File: config.mk
export PLATFORM = sky130hd
export DESIGN_NAME = exc_seq
export DESIGN_NICKNAME = d
export VERILOG_FILES = /design/src/rtl/exc_seq.sv
export SDC_FILE = /design/constraint.sdc
export NUM_CORES = 1
export LEC_CHECK = 0
export BUFFER_PORTS_ARGS = -buffer_cell sky130_fd_sc_hd__buf_2
export CAP_MARGIN = 20
export CORE_ASPECT_RATIO = 2
export CORE_MARGIN = 1
export CORE_UTILIZATION = 40
export CTS_BUF_LIST = sky130_fd_sc_hd__clkbuf_2
export DETAILED_ROUTE_END_ITERATION = 8
export GPL_TIMING_DRIVEN = 0
export PLACE_DENSITY_LB_ADDON = 0.3
export SLEW_MARGIN = 20
export SYNTH_ARGS = -nofsm -noshare
export SYNTH_HDL_FRONTEND = slang
export SYNTH_SLANG_ARGS = --single-unit
File: constraint.sdc
create_clock -name clk -period 1.8 [get_ports clk]
set_input_delay 0.18 -clock clk [delete_from_list [all_inputs] [get_ports clk]]
set_output_delay 0.18 -clock clk [all_outputs]
set_load 0.1 [all_outputs]
File: src/rtl/exc_seq.sv
// Exception sequencer: latches the winning exception cause and faulting PC, reads the
// handler byte from the cause's vector address, then strobes EPC and PC writes in turn.
module exc_seq #(
    parameter int VEC_OPCODE = 253,
    parameter int VEC_OVF    = 254,
    parameter int VEC_DIVZ   = 255
) (
    input  logic        clk,
    input  logic        reset,
    input  logic        exc_opcode,
    input  logic        exc_ovf,
    input  logic        exc_divz,
    input  logic [31:0] pc_in,
    input  logic [31:0] mem_rdata,
    output logic [31:0] mem_addr,
    output logic        mem_rd,
    output logic [31:0] epc_out,
    output logic        epc_we,
    output logic [31:0] pc_out,
    output logic        pc_we,
    output logic [1:0]  cause,
    output logic        busy,
    output logic        done,
    output logic        dropped,
    output logic [2:0]  state_dbg
);

    localparam logic [31:0] ADDR_OPCODE = 32'(VEC_OPCODE);
    localparam logic [31:0] ADDR_OVF    = 32'(VEC_OVF);
    localparam logic [31:0] ADDR_DIVZ   = 32'(VEC_DIVZ);

    localparam logic [1:0] CAUSE_NONE   = 2'd0;
    localparam logic [1:0] CAUSE_OPCODE = 2'd1;
    localparam logic [1:0] CAUSE_OVF    = 2'd2;
    localparam logic [1:0] CAUSE_DIVZ   = 2'd3;

    typedef enum logic [2:0] {
        IDLE   = 3'd0,
        FETCH1 = 3'd1,
        FETCH2 = 3'd2,
        FETCH3 = 3'd3,
        COMMIT = 3'd4,
        DONE   = 3'd5
    } state_t;

    state_t      state;
    logic        any_event;
    logic [1:0]  win_cause;
    logic [31:0] win_vec;

    // Only the vector byte matters; upper bytes of the memory word are ignored.
    logic        unused_rdata;
    assign unused_rdata = ^mem_rdata[31:8];

    assign state_dbg = state;
    assign any_event = exc_opcode | exc_ovf | exc_divz;

    // Fixed priority: opcode beats overflow beats divide-by-zero.
    always_comb begin
        win_cause = CAUSE_NONE;
        win_vec   = '0;
        if (exc_opcode) begin
            win_cause = CAUSE_OPCODE;
            win_vec   = ADDR_OPCODE;
        end else if (exc_ovf) begin
            win_cause = CAUSE_OVF;
            win_vec   = ADDR_OVF;
        end else if (exc_divz) begin
            win_cause = CAUSE_DIVZ;
            win_vec   = ADDR_DIVZ;
        end
    end

    // Outputs are registered alongside the state so each one is a pure function
    // of the state being entered; strobes default low every cycle.
    always_ff @(posedge clk or negedge reset) begin
        if (!reset) begin
            state    <= IDLE;
            mem_addr <= '0;
            mem_rd   <= 1'b0;
            epc_out  <= '0;
            epc_we   <= 1'b0;
            pc_out   <= '0;
            pc_we    <= 1'b0;
            cause    <= CAUSE_NONE;
            busy     <= 1'b0;
            done     <= 1'b0;
            dropped  <= 1'b0;
        end else begin
            epc_we <= 1'b0;
            pc_we  <= 1'b0;
            done   <= 1'b0;

            if (state != IDLE && any_event) begin
                dropped <= 1'b1;
            end

            case (state)
                IDLE: begin
                    if (any_event) begin
                        state    <= FETCH1;
                        cause    <= win_cause;
                        epc_out  <= pc_in - 32'd4;
                        epc_we   <= 1'b1;
                        mem_rd   <= 1'b1;
                        mem_addr <= win_vec;
                        busy     <= 1'b1;
                    end
                end
                FETCH1: state <= FETCH2;
                FETCH2: state <= FETCH3;
                FETCH3: begin
                    // Memory/MDR path has had two cycles; the vector byte is valid now.
                    state    <= COMMIT;
                    pc_out   <= {24'b0, mem_rdata[7:0]};
                    pc_we    <= 1'b1;
                    mem_rd   <= 1'b0;
                    mem_addr <= '0;
                end
                COMMIT: begin
                    state <= DONE;
                    done  <= 1'b1;
                end
                DONE: begin
                    state <= IDLE;
                    busy  <= 1'b0;
                end
                default: begin
                    state    <= IDLE;
                    busy     <= 1'b0;
                    mem_rd   <= 1'b0;
                    mem_addr <= '0;
                end
            endcase
        end
    end

endmodule

==> Yosys cells after proc, flatten, opt, wreduce, memory -nomap -nowiden <==
Cells that the tools add are included.
{ "word_totals": {"register_bits": 83, "in_bits": 69, "output_inout_bits": 107, "wordCells": 47} }
{ "op_classes": {"addsub": 1, "eq_ne": 6, "n_mux": 17, "bitwise_logic": 4, "n_reduce_logical": 8} }
{ "ops": {"columns": ["op", "count"], "rows": [
  ["32-bit one-hot mux with 2 select lines", 1],
  ["32-bit two-way mux", 1],
  ["32-bit by 3-bit subtractor with 32-bit output (second input constant)", 1],
  ["8-bit two-way mux", 3],
  ["3-bit one-hot mux with 5 select lines", 1],
  ["4-bit OR reduction", 2],
  ["3-bit by 2-bit == test with 1-bit output (second input constant)", 2],
  ["3-bit == test (second input constant)", 2],
  ["2-bit two-way mux", 3],
  ["2-bit AND reduction", 3],
  ["1-bit two-way mux", 5],
  ["1-bit one-hot mux with 2 select lines", 2],
  ["3-bit by 1-bit == test with 1-bit output (second input constant)", 1],
  ["3-bit zero test", 1],
  ["3-bit two-way mux", 1],
  ["3-bit nonzero test", 1],
  ["2-bit inequality test (second input constant)", 1],
  ["1-bit inverter", 2],
  ["1-bit bitwise OR", 2],
  ["1-bit logical AND", 1]
]} }

==> Longest topological paths before layout <==
Gate-level depths: netlist (run 1).
{ "depth": {"ltp_word": 5, "depth_mapped": 7, "mapped_depth_nobuf": 7} }

==> Worst setup path before layout (run 1) <==
No wires, ideal clock.
{ "synth_timing": {"path_type": "flip-flop to flip-flop", "from": "reg state[1], in the netlist state_dbg[1]", "to": "reg epc_out[23]", "setup_time_ns": 0.134, "t_arrival_ns": 2.159, "required_ns": 1.666, "setup_slack_ns": -0.493, "path_stages_with_launch": 8, "path_buffers": 3, "period_less_slack_ns": 2.293, "path_cell_list": "dfrtp_1 clkbuf_1 nor3_1 nand2_1 clkbuf_1 clkbuf_1 nand2_1 o21ai_0"} }
{ "synth_between": {"elab_chain_len": 2} }
{ "synth_rtl": {"columns": ["item", "line", "rtl"], "rows": [
  ["start, declared", "46", "state_t state;"],
  ["start signal, assigned", "78", "state <= IDLE;"],
  ["start signal, assigned", "101", "state <= FETCH1;"],
  ["start signal, assigned", "110", "FETCH1: state <= FETCH2;"],
  ["3-bit zero test", "98", "case (state)"],
  ["2-bit AND reduction (no line)", null, null],
  ["end signal, assigned", "103", "epc_out <= pc_in - 32'd4;"],
  ["end, declared", "17", "output logic [31:0] epc_out,"]
]} }
No other way between the ends.
A chain may end at the register's enable or synchronous reset.

==> Worst setup path in the final report (run 1) <==
{ "layout_timing": {"from": "in pc_in[2]", "to": "reg epc_out[26]"} }
{ "layout_between": {"elab_chain_len": 1} }
{ "layout_rtl": {"columns": ["item", "line", "rtl"], "rows": [
  ["start, declared", "13", "input logic [31:0] pc_in,"],
  ["32-bit by 3-bit subtractor with 32-bit output", "103", null]
]} }
No other way between the ends.

==> reports/results.ini, run 1 <==
[outcome]
status=completed

[finish]
nFillCells=653
nets=580
stdcell_area_um2=4160
drive_gt1_share_pct=37.6
area_growth_pct=43.4
final_util_pct=59.4

[clocking]
clock_latency_ps=450
cts_tree=yes
cts_buffer_depth=2
cts_root_buffer=clkbuf_2
cts_max_level=2
cts_made_buffers=5
clk_pin_slew_ps=270
cts_sinks=54

[worst_setup_path]
r2r_start=state_dbg[1]
r2r_slack_ps=120
reg2reg_depth=7
required_ps=2160
crit_type=in -> reg
start_kind=primary input
r2r_end=epc_out[30]
end_kind=flip-flop
critical_path_arrival_ps=2100
cp_max_fo=7
crit_path_top_delay_cell=or4b_4
crit_chain=buf_2 > inv_1 > ha_2 > or4b_4 > nand4b_1 > buf_4 > nor4_1 > xnor2_1 > o21ai_0
max_stage_delay_ps=510

[die]
num_io_pins=176
die_area_um2=7610
die_y_um=122
initial_core_util_pct=41.4
core-area_um2=6990
die_w_um=62.2
std_cell_rows=43

[job]
maxCapViolations=0

[global_route]
grt_max_degree=55
grt_pass1_vias=2531
antenna_found_initial=1
grt_pass1_wl_um=11300
grt_overflow=0
grtUsageTotal_pct=19.1

[yosys]
synth_cell_type_count=37
syn_avg_cell_area_um2=8.98
yosysWarnings=0
yosys-top-cells-area=dfrtp_1 (47%), buf_4 (14%), nand2_1 (8.9%), xnor2_1 (6.3%), o21ai_0 (5.0%)
syn-instance-count=323
synth-seq-area-share_pct=46.6
synth-seq-cells=54
yosysTopAreaCell=dfrtp_1
synth_flop_cell=dfrtp_1
yosysTopAreaCellShare_pct=46.6
synth_edf_count=0
synth-async-reset-ratio_pct=100
synth.cell_area_um2=2900

[routing]
wire_per_inst_um=12.3
ant_nets=0
drc=0
num_vias=2740
dr.pass1.iters=6
wl_um=7400
viasPerCell=4.56
drt_iter0_markers=104

[placement]
gp_congestion=0.760
placed_area_um2=3790
portBuffers=103
dp_hpwl_um=5510

[min_path]
hold_depth=3
holdCritStartpoint=pc_in[28]
min_path_type=in -> reg
holdPathEnd=epc_out[28]

[sta]
setup_violations=0
whs_ps=2.83
worst_slew_pin_slew_ps=679
max_freq_ghz=0.574
fin_crit_ps=1740
skew_ps=32.5
slew_headroom_pct=54.7
hold_viol=0
fin_crit_sh_pct=96.8
drv_slew=0

[synth_stat cells (4+ instances only)]
cell and instances:
a21oi_1 4, a31oi_1 4, buf_4 53, clkbuf_1 10
dfrtp_1 54, nand2_1 69, nor2_1 20, nor3_1 11
nor4_1 9, o21ai_0 29, or3_1 4, xnor2_1 21
xor2_1 4
[per-stage QoR]
step | setup TNS, ps | cells | setup slack (ps)
after floorplan | -1450 | 370 | -367
after global placement | -7580 | 563 | -618
after detailed placement | -8790 | 563 | -672
after CTS | 0 | 597 | 17.3
after global routing | -5.87 | 601 | -5.16
final | 0 | 601 | 57.3
[placed cells by master (no fill, tap or decap), types with 4 or more instances in the layout]
master         instances
buf_2                101
nand2_1               69
buf_4                 60
dfrtp_1               51
conb_1                48
o21ai_0               28
dlygate4sd3_1         27
xnor2_1               21
nor2_1                20
nor3_1                 9
clkbuf_2               7
nor4_1                 6
or3_1                  4
a31oi_1                4
xor2_1                 4
a21oi_1                4
[how the worst max path moves through the flow]
stage                             end  cells after the start      start  slack (ps)
after detailed placement  epc_out[26]                      8   pc_in[2]        -670
final                     epc_out[26]                      9   pc_in[2]          60
after global routing      epc_out[26]                      9   pc_in[2]          -5
after global placement    epc_out[26]                      8   pc_in[2]        -620
after CTS                 epc_out[29]                      6  pc_in[19]          20
after floorplan           epc_out[29]                      6  pc_in[19]        -370
[layer usage]
layer | part of all wire, % | up-vias | GRT usage (%)
met1 | 35 | 1260 | 17.6
met4 | 3.2 | 0 | 11.0
met3 | 5.6 | 20 | 2.97
met5 | 0 | - | 0
li1 | - | 1342 | -
met2 | 56 | 118 | 38.5
[logic make-up (layout without fill, tap and decap cells)]
group,Yosys count,count (layout),synth area share (%)
buf+inv,69,209,16.1
other cells,1,49,0.129
flops,54,54,46.6
simple gates,130,130,21.0
compound gates,43,43,8.20
xor+xnor,25,25,7.55
fa+ha+maj,1,1,0.432
[flip-flops by register name, summed over array words and instances, names as in the netlist, 2 cells and up]
| name | flops |
|---|---|
| state_dbg | 3 |
| pc_out | 8 |
| epc_out | 32 |
| mem_addr | 3 |
| cause | 2 |
[timing repair]
| action | CTS | global route |
|---|---|---|
| setup buffers | 5 | 1 |
| resized for setup | 4 | 4 |
| pin swaps | 4 | 5 |
| setup endpoints to repair | 34 | 18 |
| hold buffers | 25 | 3 |
| cloned | 0 | 0 |
| endpoints found under the hold margin | 81 | 3 |
[critical path, delay by kind of cell]
| kind | cells | cell delay [ps] |
|---|---|---|
| buffers and inverters | 3 | 390 |
| adders and majority gates | 1 | 200 |
| xor gates and xnor gates | 1 | 170 |
| AOI/OAI and AO/OA | 1 | 90 |
| and+or+nand+nor | 3 | 1090 |
[final cells by class]
cell class | instances | area (um^2) | area share [%]
Multi-Input combinational cell | 247 | 1310 | 31.6
Antenna cell | 1 | 2.50 | 0.0602
Timing Repair Buffer | 136 | 847 | 20.4
Buffer | 62 | 469 | 11.3
Clock buffer | 6 | 30.0 | 0.722
Clock inverter | 1 | 3.75 | 0.0903
Tap cell | 90 | 113 | 2.71
Sequential cell | 54 | 1360 | 32.8
Inverter | 4 | 15.0 | 0.361
Power of run 1 is not shown: default switching activity piles up to over one toggle a cycle in this logic, so the estimate is an artifact.
==> run 2, diff against run 1 <==
--- a/config.mk
+++ b/config.mk
@@ -5,6 +5,7 @@
 export SDC_FILE = /design/constraint.sdc
 export NUM_CORES = 1
 export LEC_CHECK = 0
+export ABC_AREA = 1
 export BUFFER_PORTS_ARGS = -buffer_cell sky130_fd_sc_hd__buf_2
 export CAP_MARGIN = 20
 export CORE_ASPECT_RATIO = 2
@@ -14,6 +15,7 @@
 export DETAILED_ROUTE_END_ITERATION = 8
 export GPL_TIMING_DRIVEN = 0
 export PLACE_DENSITY_LB_ADDON = 0.3
+export SKIP_LAST_GASP = 1
 export SLEW_MARGIN = 20
 export SYNTH_ARGS = -nofsm -noshare
 export SYNTH_HDL_FRONTEND = slang
==> constraint.sdc (replaced) <==
create_clock -name clk -period 2.2 [get_ports clk]
set_input_delay 0.22 -clock clk [delete_from_list [all_inputs] [get_ports clk]]
set_output_delay 0.22 -clock clk [all_outputs]
set_load 0.1 [all_outputs]
==> reports/results.ini, run 2 <==
[outcome]
status=completed

[finish]
regMostFlops=epc_out
area_growth_pct=33.2
layout_common_cells=nand2_1 (139), buf_2 (103), buf_4 (59)
drive_gt1_share_pct=33.7
nets=669
largest_reg_flops=32
final_common_cell=nand2_1
final_util_pct=55.0
finalNonFillerCells=697
nFillCells=782
top_regs=epc_out (32), pc_out (8)

[routing]
drt_iter0_markers=131
num_vias=3097
wire_per_inst_um=12.7
drc=0
wl_um=8850
viasPerCell=4.44
dr.pass1.iters=4
ant_nets=0

[placement]
placed_cells_incl_taps=668
portBuffers=103
dp_hpwl_um=7070
gp_congestion=0.983

[sta]
fin_crit_ps=1760
fin_setup_tns_ps=0
drv_slew=0
max_freq_ghz=0.569
fin_crit_sh_pct=79.9
whs_ps=31.2
skew_ps=55.3
slew_headroom_pct=53.5
rsz0062_at_grt=no
hold_viol=0
setup_violations=0
worst_slew_pin_slew_ps=697

[job]
maxCapViolations=0

[yosys]
yosysTopAreaCellShare_pct=41.5
synth-seq-cells=54
synth-seq-area-share_pct=41.5
syn_avg_cell_area_um2=7.71
yosysMostFrequentCell=nand2_1
synth_edf_count=0
synth_cell_type_count=30
yosysWarnings=0
synthTopCellsByCount=nand2_1 (139), buf_4 (58), dfrtp_1 (54)
syn-instance-count=422
yosys-top-cells-area=dfrtp_1 (42%), nand2_1 (16%), buf_4 (13%), nor2_1 (5.6%), nand3_1 (2.8%)
synth_flop_cell=dfrtp_1
synth.cell_area_um2=3260
yosysTopAreaCell=dfrtp_1
synth-async-reset-ratio_pct=100

[worst_setup_path]
crit_type=reg -> out
crit_start=mem_addr[6]
end_kind=primary output
r2r_start=state_dbg[1]
cp_max_fo=7
start_kind=flip-flop
required_ps=1980
critical_path_arrival_ps=1540
reg2reg_depth=7

[global_route]
met3_usage_pct=3.17
grt_pass1_wl_um=13500
grt_pass1_vias=2940
grt_max_degree=55
use_met2_pct=42.7
grtUsageTotal_pct=21.3
grt_util_met1_pct=18.5
grt_overflow=0
busiest_layer=met2
antenna_found_initial=1

[min_path]
hold_depth=3
min_path_type=in -> reg
holdCritStartpoint=pc_in[9]

[clocking]
cts_tree=yes
cts_buffer_depth=2
clk_pin_slew_ps=300
cts_made_buffers=5
cts_max_level=2
cts_sinks=54
cts_root_buffer=clkbuf_2
clock_latency_ps=490
post_cts_buffers=0

[die]
num_io_pins=176
die_area_um2=8530
initial_core_util_pct=41.3
core-area_um2=7890
std_cell_rows=46
die_y_um=130
die_w_um=65.8

run 2: metal layers:
layer | wire [um] | vias up
li1 | - | 1564
met1 | 2920 | 1387
met2 | 5070 | 124
met3 | 448 | 22
met4 | 407 | 0
met5 | 0 | -
run 2: metrics by stage:
step	cell area, um^2	worst slack [ps]
after global routing	4340	364
after floorplan	3430	320
after detailed placement	4070	554
after global placement	4070	575
after CTS	4310	420
final	4340	441
run 2: cells by family after synthesis:
kind of cell,Yosys count,share of synthesized area (%)
xor gates and xnor gates,13,3.50
DFF,54,41.5
and+or+nand+nor,236,31.9
other,1,0.115
buffers and inverters,85,16.8
adders and majority gates,1,0.384
AOI/OAI and AO/OA,32,5.88
run 2: path summary, 6_finish.rpt:
kind	endpoint	slack [ps]
worst max register to register	mem_addr[1]	760
worst max-delay path	mem_addr[4]	440
max in group asynchronous	pc_out[2]	1420
worst min register to register	pc_out[7]	500
worst min-delay path	epc_out[9]	30
min in group asynchronous	epc_out[1]	270
run 2: cell type report:
type	count	area, um^2	share of cell area, %
Multi-Input combinational cell	330	1540	35.4
Inverter	25	93.8	2.16
Antenna cell	1	2.50	0.0577
Timing Repair Buffer	123	718	16.6
Buffer	60	452	10.4
Tap cell	96	120	2.77
Clock inverter	3	40.0	0.923
Sequential cell	54	1350	31.2
Clock buffer	5	25.0	0.577
run 2: repair_timing:
item	CTS	global route
hold buffers	17	3
resized for setup	0	0
endpoints found under the hold margin	70	3
run 2: worst max-delay path: stages (launching register included):
cell	delay [ps]
dfrtp_1	510
buf_4	140
buf_2	410
Power of run 2 is left out for the same reason.
==> run 3, diff against run 2 <==
==> constraint.sdc (replaced) <==
create_clock -name clk -period 1.6 [get_ports clk]
set_input_delay 0.16 -clock clk [delete_from_list [all_inputs] [get_ports clk]]
set_output_delay 0.16 -clock clk [all_outputs]
set_load 0.1 [all_outputs]
==> reports/results.ini, run 3 (same netlist as run 2, synthesis figures left out) <==
[placement]
placed_cells_incl_taps=668
placed_area_um2=4070
dp_hpwl_um=7030
gp_congestion=0.993
portBuffers=103

[global_route]
grt_overflow=0
grtUsageTotal_pct=22.1
grt_pass1_vias=3131
grt_pass1_wl_um=14200
grt_util_met1_pct=19.7
antenna_found_initial=1
use_met2_pct=43.1
grt_max_degree=55
busiest_layer=met2
met3_usage_pct=3.26

[finish]
regArea_um2=1360
regMostFlops=epc_out
area_growth_pct=37.9
top_regs=epc_out (32), pc_out (8)
stdcell_area_um2=4490
multi_input_area_um2=1540
final_util_pct=56.9
largest_reg_flops=32
nFillCells=749
nets=684
final_common_cell=nand2_1
finalNonFillerCells=712
layout_common_cells=nand2_1 (139), buf_2 (95), buf_4 (65)
drive_gt1_share_pct=33.5

[die]
std_cell_rows=46
die_area_um2=8530
initial_core_util_pct=41.3
num_io_pins=176
die_y_um=130
die_w_um=65.8
core-area_um2=7890

[sta]
hold_viol=0
fin_crit_sh_pct=100
rsz0062_at_grt=no
setup_violations=1
max_freq_ghz=0.624
drv_slew=0
skew_ps=16.3
fin_crit_ps=1600
fin_ws_ps=-3.30
slew_headroom_pct=55.0
worst_slew_pin_slew_ps=675
fin_setup_tns_ps=-3.30

[clocking]
cts_buffer_depth=2
cts_tree=yes
cts_made_buffers=5
cts_root_buffer=clkbuf_2
clock_latency_ps=450
post_cts_buffers=0
cts_max_level=2
cts_sinks=54
clk_pin_slew_ps=280

[worst_setup_path]
r2r_slack_ps=170
cp_max_fo=6
start_kind=primary input
crit_type=in -> reg
end_kind=flip-flop
critical_path_arrival_ps=2000
required_ps=2000

[outcome]
violations=negative setup slack
status=finished with violations

[routing]
viasPerCell=4.58
wl_um=9140
ant_nets=0
drc=0
drt_iter0_markers=152
dr.pass1.iters=4
num_vias=3259
wire_per_inst_um=12.8

[job]
maxCapViolations=0

[min_path]
min_path_type=in -> reg

==> run 3: layout make-up <==
type,count,share of cell area [%]
Antenna cell,1,0.0557
Buffer,60,10.1
Clock buffer,6,0.669
Clock inverter,2,0.195
Inverter,25,2.09
Multi-Input combinational cell,330,34.3
Sequential cell,54,30.2
Tap cell,96,2.68
Timing Repair Buffer,138,19.8
==> run 3: path summary, 6_finish.rpt <==
kind | startpoint | endpoint | cells after the start
max | pc_in[2] | epc_out[18] | 9
min | pc_in[28] | epc_out[28] | 5
max reg2reg | state_dbg[1] | epc_out[3] | 7
min reg2reg | pc_out[0] | pc_out[0] | 2
max in group asynchronous | reset | state_dbg[2] | 2
min in group asynchronous | reset | epc_out[22] | 2
==> run 3: repair_timing <==
action,4_1_cts,5_1_grt
gates resized for setup,6,4
cloned,0,0
hold buffers,33,2
endpoints found under the hold margin,87,2
endpoints found under the setup margin,6,9
==> run 3: worst max-delay path, stage by stage <==
cell and delay, ps:
dlygate4sd3_1 560, buf_2 130, inv_1 100, ha_2 250, nand2_2 130, nor2_4 230, nand2_1 90, xor2_1 270
o21ai_2 80
==> run 3: per-stage QoR <==
step	hold WS (ps)	worst slack, ps
after floorplan	-136	33.7
after global placement	357	30.4
after detailed placement	258	34.5
after CTS	0.303	18.0
after global routing	0.972	2.20
final	37.6	-3.30
==> run 3: metal layers <==
layer	up-vias	share of wire, %
met4	0	5.6
met1	1484	32
met3	33	5.5
met2	144	57
li1	1598	-
met5	-	0
Power of run 3 is left out for the same reason.
